File: config.mk
export PLATFORM = sky130hd
export DESIGN_NAME = cypher
export DESIGN_NICKNAME = d
export VERILOG_FILES = /design/src/rtl/cypher.sv
export SDC_FILE = /design/constraint.sdc
export NUM_CORES = 1
export LEC_CHECK = 0
export CAP_MARGIN = 20
export CORE_UTILIZATION = 39
export DETAILED_ROUTE_END_ITERATION = 16
export DONT_BUFFER_PORTS = 1
export GPL_TIMING_DRIVEN = 0
export MAX_ROUTING_LAYER = met4
export PLACE_DENSITY = 0.63
export SYNTH_ARGS = -nofsm -noshare
export SYNTH_HDL_FRONTEND = slang
export SYNTH_SLANG_ARGS = --single-unit
File: constraint.sdc
create_clock -name clk -period 3.4 [get_ports clk]
set_clock_uncertainty 0.05 [all_clocks]
set_input_delay 0.51 -clock clk [delete_from_list [all_inputs] [get_ports clk]]
set_output_delay 0.51 -clock clk [all_outputs]
set_load 0.01 [all_outputs]
File: src/rtl/cypher.sv
// rtl/cypher.sv - LFSR-pad stream cipher: one load yields msg XOR pad after N clock edges.
// The same operation encrypts and decrypts.
module cypher #(
  parameter int MSG_SIZE = 32,
  parameter int KEY_SIZE = 4,
  parameter logic [KEY_SIZE-1:0] TAPS = 4'b1100
) (
  input  logic                clk,
  input  logic                rst,
  input  logic                load,
  input  logic [MSG_SIZE-1:0] msg,
  input  logic [KEY_SIZE-1:0] key,
  output logic [MSG_SIZE-1:0] out,
  output logic                valid,
  output logic                busy
);

  localparam int N     = MSG_SIZE / KEY_SIZE;
  localparam int CNT_W = (N > 1) ? $clog2(N) : 1;
  localparam logic [CNT_W-1:0] LAST = CNT_W'(N - 1);

  typedef enum logic {IDLE, GEN} state_t;

  state_t              state;
  logic [MSG_SIZE-1:0] msg_reg;
  logic [MSG_SIZE-1:0] pad;
  logic [MSG_SIZE-1:0] pad_next;
  logic [KEY_SIZE-1:0] lfsr;
  logic [KEY_SIZE-1:0] lfsr_next;
  logic [CNT_W-1:0]    cnt;
  logic                fb;

  always_comb begin
    fb        = ^(lfsr & TAPS);
    lfsr_next = {lfsr[KEY_SIZE-2:0], fb};
  end

  // Pad with the current LFSR value dropped into chunk cnt; the final edge uses this
  // directly so the last chunk reaches out on the same edge it is generated.
  always_comb begin
    pad_next = pad;
    for (int i = 0; i < N; i++) begin
      if (cnt == CNT_W'(i)) begin
        pad_next[i*KEY_SIZE +: KEY_SIZE] = lfsr;
      end
    end
  end

  always_ff @(posedge clk or posedge rst) begin
    if (rst) begin
      state   <= IDLE;
      msg_reg <= '0;
      pad     <= '0;
      lfsr    <= '0;
      cnt     <= '0;
      out     <= '0;
      valid   <= 1'b0;
      busy    <= 1'b0;
    end else if (load) begin
      // A load in any state (re)starts generation; out keeps its last result.
      state   <= GEN;
      msg_reg <= msg;
      pad     <= '0;
      lfsr    <= (key == '0) ? KEY_SIZE'(1) : key;
      cnt     <= '0;
      valid   <= 1'b0;
      busy    <= 1'b1;
    end else if (state == GEN) begin
      pad  <= pad_next;
      lfsr <= lfsr_next;
      cnt  <= cnt + 1'b1;
      if (cnt == LAST) begin
        out   <= msg_reg ^ pad_next;
        valid <= 1'b1;
        busy  <= 1'b0;
        state <= IDLE;
      end
    end
  end

endmodule

==> impl_metrics.py <==
metrics = {
    "run_status": {
        "status": "completed",
    },
    "floorplanning": {
        "ioPinCount": 73,
        "coreArea_um2": 12770,
        "start_util_pct": 40.43,
        "die_x_um": 117.1,
        "fp.dieH_um": 117.1,
        "row_count": 41,
        "die-area_um2": 13700,
    },
    "setup_path": {
        "slowest_delay_ps": 490,
        "path_cells": "ha_1 > ha_1 > buf_4 > nand3b_4 > clkbuf_1 > nand2_1 > o211ai_2",
        "start_kind": "flop",
        "critical_path_class": "flop to flop",
        "cp-end-kind": "flop",
        "reg2reg_depth": 7,
        "crit_slowest_cell": "clkbuf_1",
        "path_common_cell": "ha_1",
        "cp.required_ps": 3620,
        "crit_arrival_ps": 2240,
        "cp_max_fo": 10,
        "reg2reg_to": "out[2]$_DFFE_PP0P_",
        "reg2reg_slack_ps": 1380,
        "worst_r2r_startpoint": "cnt[0]$_DFFE_PP0P_",
    },
    "job": {
        "cap_violations": 0,
    },
    "drt": {
        "wl_per_cell_um": 18.54,
        "viasPerCell": 5.385,
        "first_pass_iters": 4,
        "routed_wl_mm": 12.18,
        "drtIter0Drc": 178,
        "num_vias": 3538,
        "ant_nets": 0,
        "drc": 0,
    },
    "cts": {
        "postCtsHoldBufs": 0,
        "post_cts_resized": 0,
        "clockRootBuffer": "clkbuf_16",
        "cts_sinks": 102,
        "cts_tree": "done",
        "clk_latency_ps": 360,
        "cts_made_buffers": 9,
        "postCtsSetupRepairBufs": 0,
        "clk_path_buf_depth": 2,
        "htreeDepth": 3,
        "clk_pin_slew_worst_paths_ps": 70,
    },
    "final_layout": {
        "fin_nets": 525,
        "design_area_um2": 5678,
        "stdcell_count": 657,
        "finalCoreUtilization_pct": 44.45,
        "n_antenna_cell": 0,
        "drive_above_1_share_pct": 20.82,
        "area_growth_pct": 9.959,
    },
    "sta": {
        "hold_viol": 0,
        "rsz0062_at_grt": "no",
        "slew_viol_final": 0,
        "timing.fmax_ghz": 0.4948,
        "worst_pin_slew_ps": 638.3,
        "fin_crit_sh_pct": 59.44,
        "whs_ps": 78.61,
        "setup-violations-final": 0,
        "slew_headroom_pct": 57.45,
        "finalCriticalPeriod_ps": 2021,
    },
    "placed_design": {
        "post_dp_cell_area_um2": 5409,
        "io_buffers": 0,
        "globalplace.congestion": 0.7996,
        "placed_cells": 641,
        "dp_hpwl_mm": 8.557,
    },
    "global_route": {
        "antenna_found_initial": 0,
        "grt_pass1_vias": 3726,
        "grt_pass1_wl_mm": 19.91,
        "grt_max_degree": 55,
        "grt-ovfl-total": 0,
        "grt_usage_pct": 20.39,
    },
    "power": {
        "p_sw_uw": 815.2,
        "ir_drop_v": 0.0002488,
        "p_int_mw": 2.001,
        "p_leak_nw": 2.509,
        "swShare_pct": 28.94,
        "clkPwrFrac_pct": 34.0,
        "total_power_mw": 2.816,
        "power.density_nw_per_um2": 496.0,
        "p_comb_share_pct": 14.8,
        "seqPwrFrac_pct": 51.2,
    },
    "synthesis": {
        "async_flop_share_pct": 100.0,
        "syn_area_um2": 5164,
        "syn-num-nets": 513,
        "seq_area_frac_synth_pct": 49.43,
        "synth_seq_cells": 102,
        "synth_edf_count": 0,
        "synth-main-ff-cell": "dfrtp_1",
        "synth_cell_type_count": 35,
        "synth_cells": 468,
        "yosysWarnings": 0,
        "avgSynthCellArea_um2": 11.03,
    },
    "worst_hold_path": {
        "hold_path.class": "input port to async pin",
    },
}
[stage by stage]
stage               setup TNS [ps]  setup WS [ps]
global placement            -93250         -921.8
finish                           0           1379
detailed placement               0           1389
CTS                              0           1355
global route                     0           1234
floorplan                        0          164.5
[layout make-up]
| type | count | area, um2 |
|---|---|---|
| fill | 1207 | 7096 |
| sequential | 102 | 2552 |
| multi-input combinational | 307 | 2300 |
| buffer | 42 | 247.7 |
| clock buffer | 12 | 236.5 |
| tap | 172 | 215.2 |
| inverter | 17 | 66.31 |
| clock inverter | 4 | 32.53 |
| timing repair buffer | 1 | 27.53 |
[worst max-delay path by stage]
stage / start / to / slack (ps) / cells past startpoint
6_report: cnt[0]$_DFFE_PP0P_ / out[2]$_DFFE_PP0P_ / 1380 / 7
5_1_grt: cnt[0]$_DFFE_PP0P_ / out[2]$_DFFE_PP0P_ / 1230 / 7
4_1_cts: cnt[0]$_DFFE_PP0P_ / out[2]$_DFFE_PP0P_ / 1360 / 7
3_5_place_dp: cnt[0]$_DFFE_PP0P_ / out[0]$_DFFE_PP0P_ / 1390 / 7
3_3_place_gp: rst / msg_reg[7]$_DFFE_PP0P_ / -920 / 1
2_1_floorplan: rst / busy$_DFFE_PP0P_ / 160 / 1
[power by group through the flow]
stage               logic [mW]  clock network (mW)  registers [mW]
floorplan                0.323                   0            1.44
global placement         0.400                   0            1.47
detailed placement       0.416                   0            1.47
CTS                      0.421               0.984            1.45
global route             0.467                1.03            1.46
finish                   0.415               0.958            1.44
[cells in the mapped netlist (3+ instances only)]
| master | number | area (um2) |
|---|---|---|
| xnor2_1 | 5 | 43.79 |
| nand3b_1 | 14 | 105.1 |
| clkbuf_1 | 12 | 45.04 |
| o2111ai_2 | 8 | 120.1 |
| nand4_1 | 12 | 75.07 |
| o211ai_1 | 4 | 30.03 |
| o21ai_0 | 13 | 65.06 |
| mux2_2 | 32 | 360.4 |
| xor2_1 | 5 | 43.79 |
| nor2b_1 | 3 | 18.77 |
| buf_6 | 4 | 45.04 |
| o2111ai_1 | 4 | 35.03 |
| nand3_1 | 31 | 155.2 |
| nand2b_1 | 12 | 75.07 |
| a21bo_2 | 12 | 120.1 |
| o21a_1 | 12 | 90.09 |
| inv_1 | 17 | 63.81 |
| buf_1 | 6 | 22.52 |
| a211o_1 | 12 | 105.1 |
| ha_1 | 6 | 75.07 |
| buf_2 | 16 | 80.08 |
| mux2i_1 | 33 | 330.3 |
| dfrtp_1 | 102 | 2552 |
| nor2_1 | 28 | 105.1 |
| nand2_1 | 41 | 153.9 |
| o211ai_2 | 8 | 100.1 |
| a21oi_1 | 5 | 25.02 |
[per-layer routing]
| layer | vias up | routed length [um] | GRT usage [%] |
|---|---|---|---|
| met1 | 1762 | 5372 | 24.29 |
| met3 | 19 | 767 | 6.540 |
| met2 | 93 | 5859 | 33.10 |
| met5 | - | 0 | - |
| met4 | 0 | 185 | 5.992 |
| li1 | 1664 | - | - |
[worst max-delay path: cells and delay by family (launching register included)]
kind	cells	cell delay [ps]
compound gates	1	80
fa+ha+maj	2	450
buf+inv	2	640
flops	1	430
simple gates	2	290
[cell families after synthesis]
| family | Yosys count | share of synthesized area (%) |
|---|---|---|
| AOI/OAI and AO/OA | 81 | 13.81 |
| xor gates and xnor gates | 10 | 1.696 |
| adders and majority gates | 6 | 1.454 |
| buffers and inverters | 59 | 6.033 |
| DFF | 102 | 49.43 |
| muxes | 65 | 13.38 |
| and+or+nand+nor | 145 | 14.20 |
[layout by cell type (no fill, tap or decap), drive strengths merged, types with 13 or more instances in the layout]
cell,instances
nor2,28
o21ai,13
mux2i,33
buf,31
nand2,41
inv,18
mux2,32
nand3,31
dfrtp,102
clkbuf,24
nand3b,16
Note: power is estimated with default switching activity, not from simulation.
==> patch 1 (same settings) <==
`TAPS`: 4'b1100 -> 4'b1001.
--- a/src/rtl/cypher.sv
+++ b/src/rtl/cypher.sv
@@ -3,7 +3,7 @@
 module cypher #(
   parameter int MSG_SIZE = 32,
   parameter int KEY_SIZE = 4,
-  parameter logic [KEY_SIZE-1:0] TAPS = 4'b1100
+  parameter logic [KEY_SIZE-1:0] TAPS = 4'b1001
 ) (
   input  logic                clk,
   input  logic                rst,
Behaviour: not the same (a bounded check fails within 10 cycles, from zero or initial values and one cycle with rst high).
==> patch 1 against the original RTL <==
Setup slack worse by 25 ps; routed wire length down 0.25%; sequential cell count unchanged; power up 2.3%; largest power group unchanged; count of clock-buffer cells in the layout up 2; cell area up 0.37%; maximum frequency down 1.2%; die area about the same; critical path type unchanged; via count down 0.40%; sequential share of layout area down 0.17 points; synthesized area about the same.
==> patch 1: results (changes against the original RTL) <==
* Post-Synth Adder-Cell Area: 1.45% (about the same)
- Max incr delay on CP: 430 ps (was 490 ps)
- The final HPWL from detailed placement was 8490 µm (was 8560 µm).
- The sequential share of power is 50.2% (was 51.2%).
- Standby leakage power: 2.53 nW (was 2.51 nW)
* Share of post-route cells with drive strength above 1: 21.5% (was 20.8%)
- The number of search-and-repair iterations in the first detailed-routing pass was 6 (was 4).
- Synthesized-area fraction occupied by ao, oa, aoi and oai cells: 13.8% (about the same)
- Top cell types by occurrence after synthesis: 102 x sky130_fd_sc_hd__dfrtp_1, 42 x sky130_fd_sc_hd__nand2_1, 32 x sky130_fd_sc_hd__mux2_2, 32 x sky130_fd_sc_hd__mux2i_1, 31 x sky130_fd_sc_hd__nand3_1 (was 102 x sky130_fd_sc_hd__dfrtp_1, 41 x sky130_fd_sc_hd__nand2_1, 33 x sky130_fd_sc_hd__mux2i_1, 32 x sky130_fd_sc_hd__mux2_2, 31 x sky130_fd_sc_hd__nand3_1)
* Internal power contribution: 2.09 mW (was 2.00 mW)
* Data arrival time of the critical path: 2220 ps (was 2240 ps)
- Routed len/inst: 18.6 µm (was 18.5 µm)
* Layout filler cell count: 1177 (was 1207)
* Worst rel slew slack: 48.9% (was 57.4%)
- Outcome: complete, no violations (unchanged)
* Placed cell areas: 5410 µm² (about the same)
* Mux share of post-synthesis cell area: 13.2% (was 13.4%)
* Smallest hold slack: 120 ps (was 78.6 ps)
* Average via count per standard cell: 5.38 (was 5.39)
- The peak supply drop was 0.240 mV (was 0.249 mV).
- Number of non-filler instances in the completed layout: 655 (was 657)
- The fraction of met1 tracks used by global routing came to 24.8% (was 24.3%).
* Net Sw Power: 788 µW (was 815 µW)
- Final weighted congestion in routability-driven placement: 0.785 (was 0.800)
* First-pass GRT wire length: 19200 µm (was 19900 µm)
- Via count of the first global-routing pass: 3605 (was 3726)
-- patch 1: kinds of logic (layout without fill, tap and decap cells) --
family / Yosys count / in the layout
AOI/OAI and AO/OA: 81 / 81
xor gates and xnor gates: 10 / 10
adders and majority gates: 6 / 6
buffers and inverters: 59 / 74
DFF: 102 / 102
muxes: 64 / 64
and+or+nand+nor: 146 / 146
-- patch 1: layer usage --
metal / part of all wire (%) / vias to the layer above / wire, µm
met1: 46 / 1735 / 5530
met2: 47 / 107 / 5680
met5: 0 / - / 0
met3: 5.8 / 16 / 708
met4: 1.9 / 0 / 227
li1: - / 1666 / -
-- patch 1: area by class of cell --
class                   count  share of cell area [%]
repair buffers              1                   0.483
well taps                 172                    3.78
flip-flops and latches    102                    44.8
inverters                  17                    1.16
clock buffers              14                    5.16
multi-input cells         307                    40.2
plain buffers              42                    4.39
==> patch 2 (config.mk and constraints unchanged) <==
Made on the original files. Put one more register stage on the output `out`. The value now appears one clock later. The other outputs are not delayed to match.
--- a/src/rtl/cypher.sv
+++ b/src/rtl/cypher.sv
@@ -20,6 +20,8 @@
   localparam logic [CNT_W-1:0] LAST = CNT_W'(N - 1);
 
   typedef enum logic {IDLE, GEN} state_t;
+
+  logic [MSG_SIZE-1:0] out_s0;
 
   state_t              state;
   logic [MSG_SIZE-1:0] msg_reg;
@@ -53,7 +55,7 @@
       pad     <= '0;
       lfsr    <= '0;
       cnt     <= '0;
-      out     <= '0;
+      out_s0  <= '0;
       valid   <= 1'b0;
       busy    <= 1'b0;
     end else if (load) begin
@@ -70,7 +72,7 @@
       lfsr <= lfsr_next;
       cnt  <= cnt + 1'b1;
       if (cnt == LAST) begin
-        out   <= msg_reg ^ pad_next;
+        out_s0 <= msg_reg ^ pad_next;
         valid <= 1'b1;
         busy  <= 1'b0;
         state <= IDLE;
@@ -78,5 +80,9 @@
     end
   end
 
+  always_ff @(posedge clk) begin
+    out <= out_s0;
+  end
+
 endmodule
 
Check against the original RTL: not equivalent (Yosys sat finds a counterexample within 10 cycles, from zero or initial values and one cycle with rst high).
==> patch 2 against the original RTL <==
Sequential cell count up 32; routed wire length is 8.8% higher; setup slack worse by 4.3 ps; critical path type unchanged; largest cell class unchanged; synthesized area increased by 11%; combinational power decreased by 4%; cell area up 17%; power grew 51%.
==> patch 2: results (changes against the original RTL) <==
- Slowest CP cell: sky130_fd_sc_hd__dfrtp_1 (was sky130_fd_sc_hd__clkbuf_1)
* Sequential group share of total power: 44.6% (was 51.2%)
- Final weighted congestion in routability-driven placement: 0.846 (was 0.800)
- Leading post-synthesis cells by cell area: sky130_fd_sc_hd__dfrtp_1 44%, sky130_fd_sc_hd__dfxtp_1 11%, sky130_fd_sc_hd__mux2_2 6.3%, sky130_fd_sc_hd__mux2i_1 5.7%, sky130_fd_sc_hd__nand3_1 2.7% (was sky130_fd_sc_hd__dfrtp_1 49%, sky130_fd_sc_hd__mux2_2 7.0%, sky130_fd_sc_hd__mux2i_1 6.4%, sky130_fd_sc_hd__nand3_1 3.0%, sky130_fd_sc_hd__nand2_1 3.0%).
- RR Endpoint: out_s0[3] (was out[2])
- Non-clock buffer share: 3.90% (was 4.85%)
* Nets@finish: 565 (was 525)
- The met2 usage came to 29.4% (was 33.1%).
- The met2 routed wirelength came to 6200 µm (was 5860 µm).
* Cts bufs inserted: 17 (was 9)
* H-tree level count: 4 (was 3)
- Asr flop ratio synth: 76.1% (was 100%)
- Sinks on the clock net: 134 (was 102)
- Placed wire-length estimate after detailed placement: 8980 µm (was 8560 µm)
- Standby leakage power: 2.92 nW (was 2.51 nW)
* Share of post-route cells with drive strength above 1: 20.1% (was 20.8%)
- The multi-input logic portion of the cell area came to 34.0% (was 40.5%).
* Layout clock buffer count: 19 (was 12)
* Detailed-route wire length on metal 1: 6170 µm (was 5370 µm)
- The total global routing track utilization came to 19.6% (was 20.4%).
- Worst-Skew Late Latency: 430 ps (was 360 ps)
- The post-place setup slack came to 1400 ps (was 1390 ps).
* Average via count per standard cell: 5.40 (was 5.39)
- PwrDens: 640 nW/µm² (was 496 nW/µm²)
* Outcome: complete, no violations (unchanged)
## patch 2: metrics by stage
step	total power [mW]	TNS [ps]	hold WS, ps	cells
floorplan	2.19	0	297	500
global placement	2.30	-92310	303	680
detailed placement	2.32	0	303	681
CTS	4.28	0	35.3	713
global route	4.42	0	78.3	713
finish	4.25	0	22.0	713
## patch 2: how the worst max path moves through the flow
stage	start	to	slack, ps	depth (start not counted)
2_1_floorplan	rst	busy	160	1
3_3_place_gp	rst	msg_reg[16]	-910	1
3_5_place_dp	cnt[0]	out_s0[3]	1400	9
4_1_cts	cnt[0]	out_s0[3]	1380	9
5_1_grt	cnt[0]	out_s0[0]	1240	7
6_report	cnt[0]	out_s0[3]	1370	9
## patch 2: logic make-up after synthesis
logic type / after synthesis / share of synthesized area (%)
muxes: 65 / 12.0
xor gates and xnor gates: 10 / 1.52
DFF: 134 / 55.6
and+or+nand+nor: 148 / 13.0
buffers and inverters: 56 / 5.14
adders and majority gates: 6 / 1.31
AOI/OAI and AO/OA: 81 / 11.4
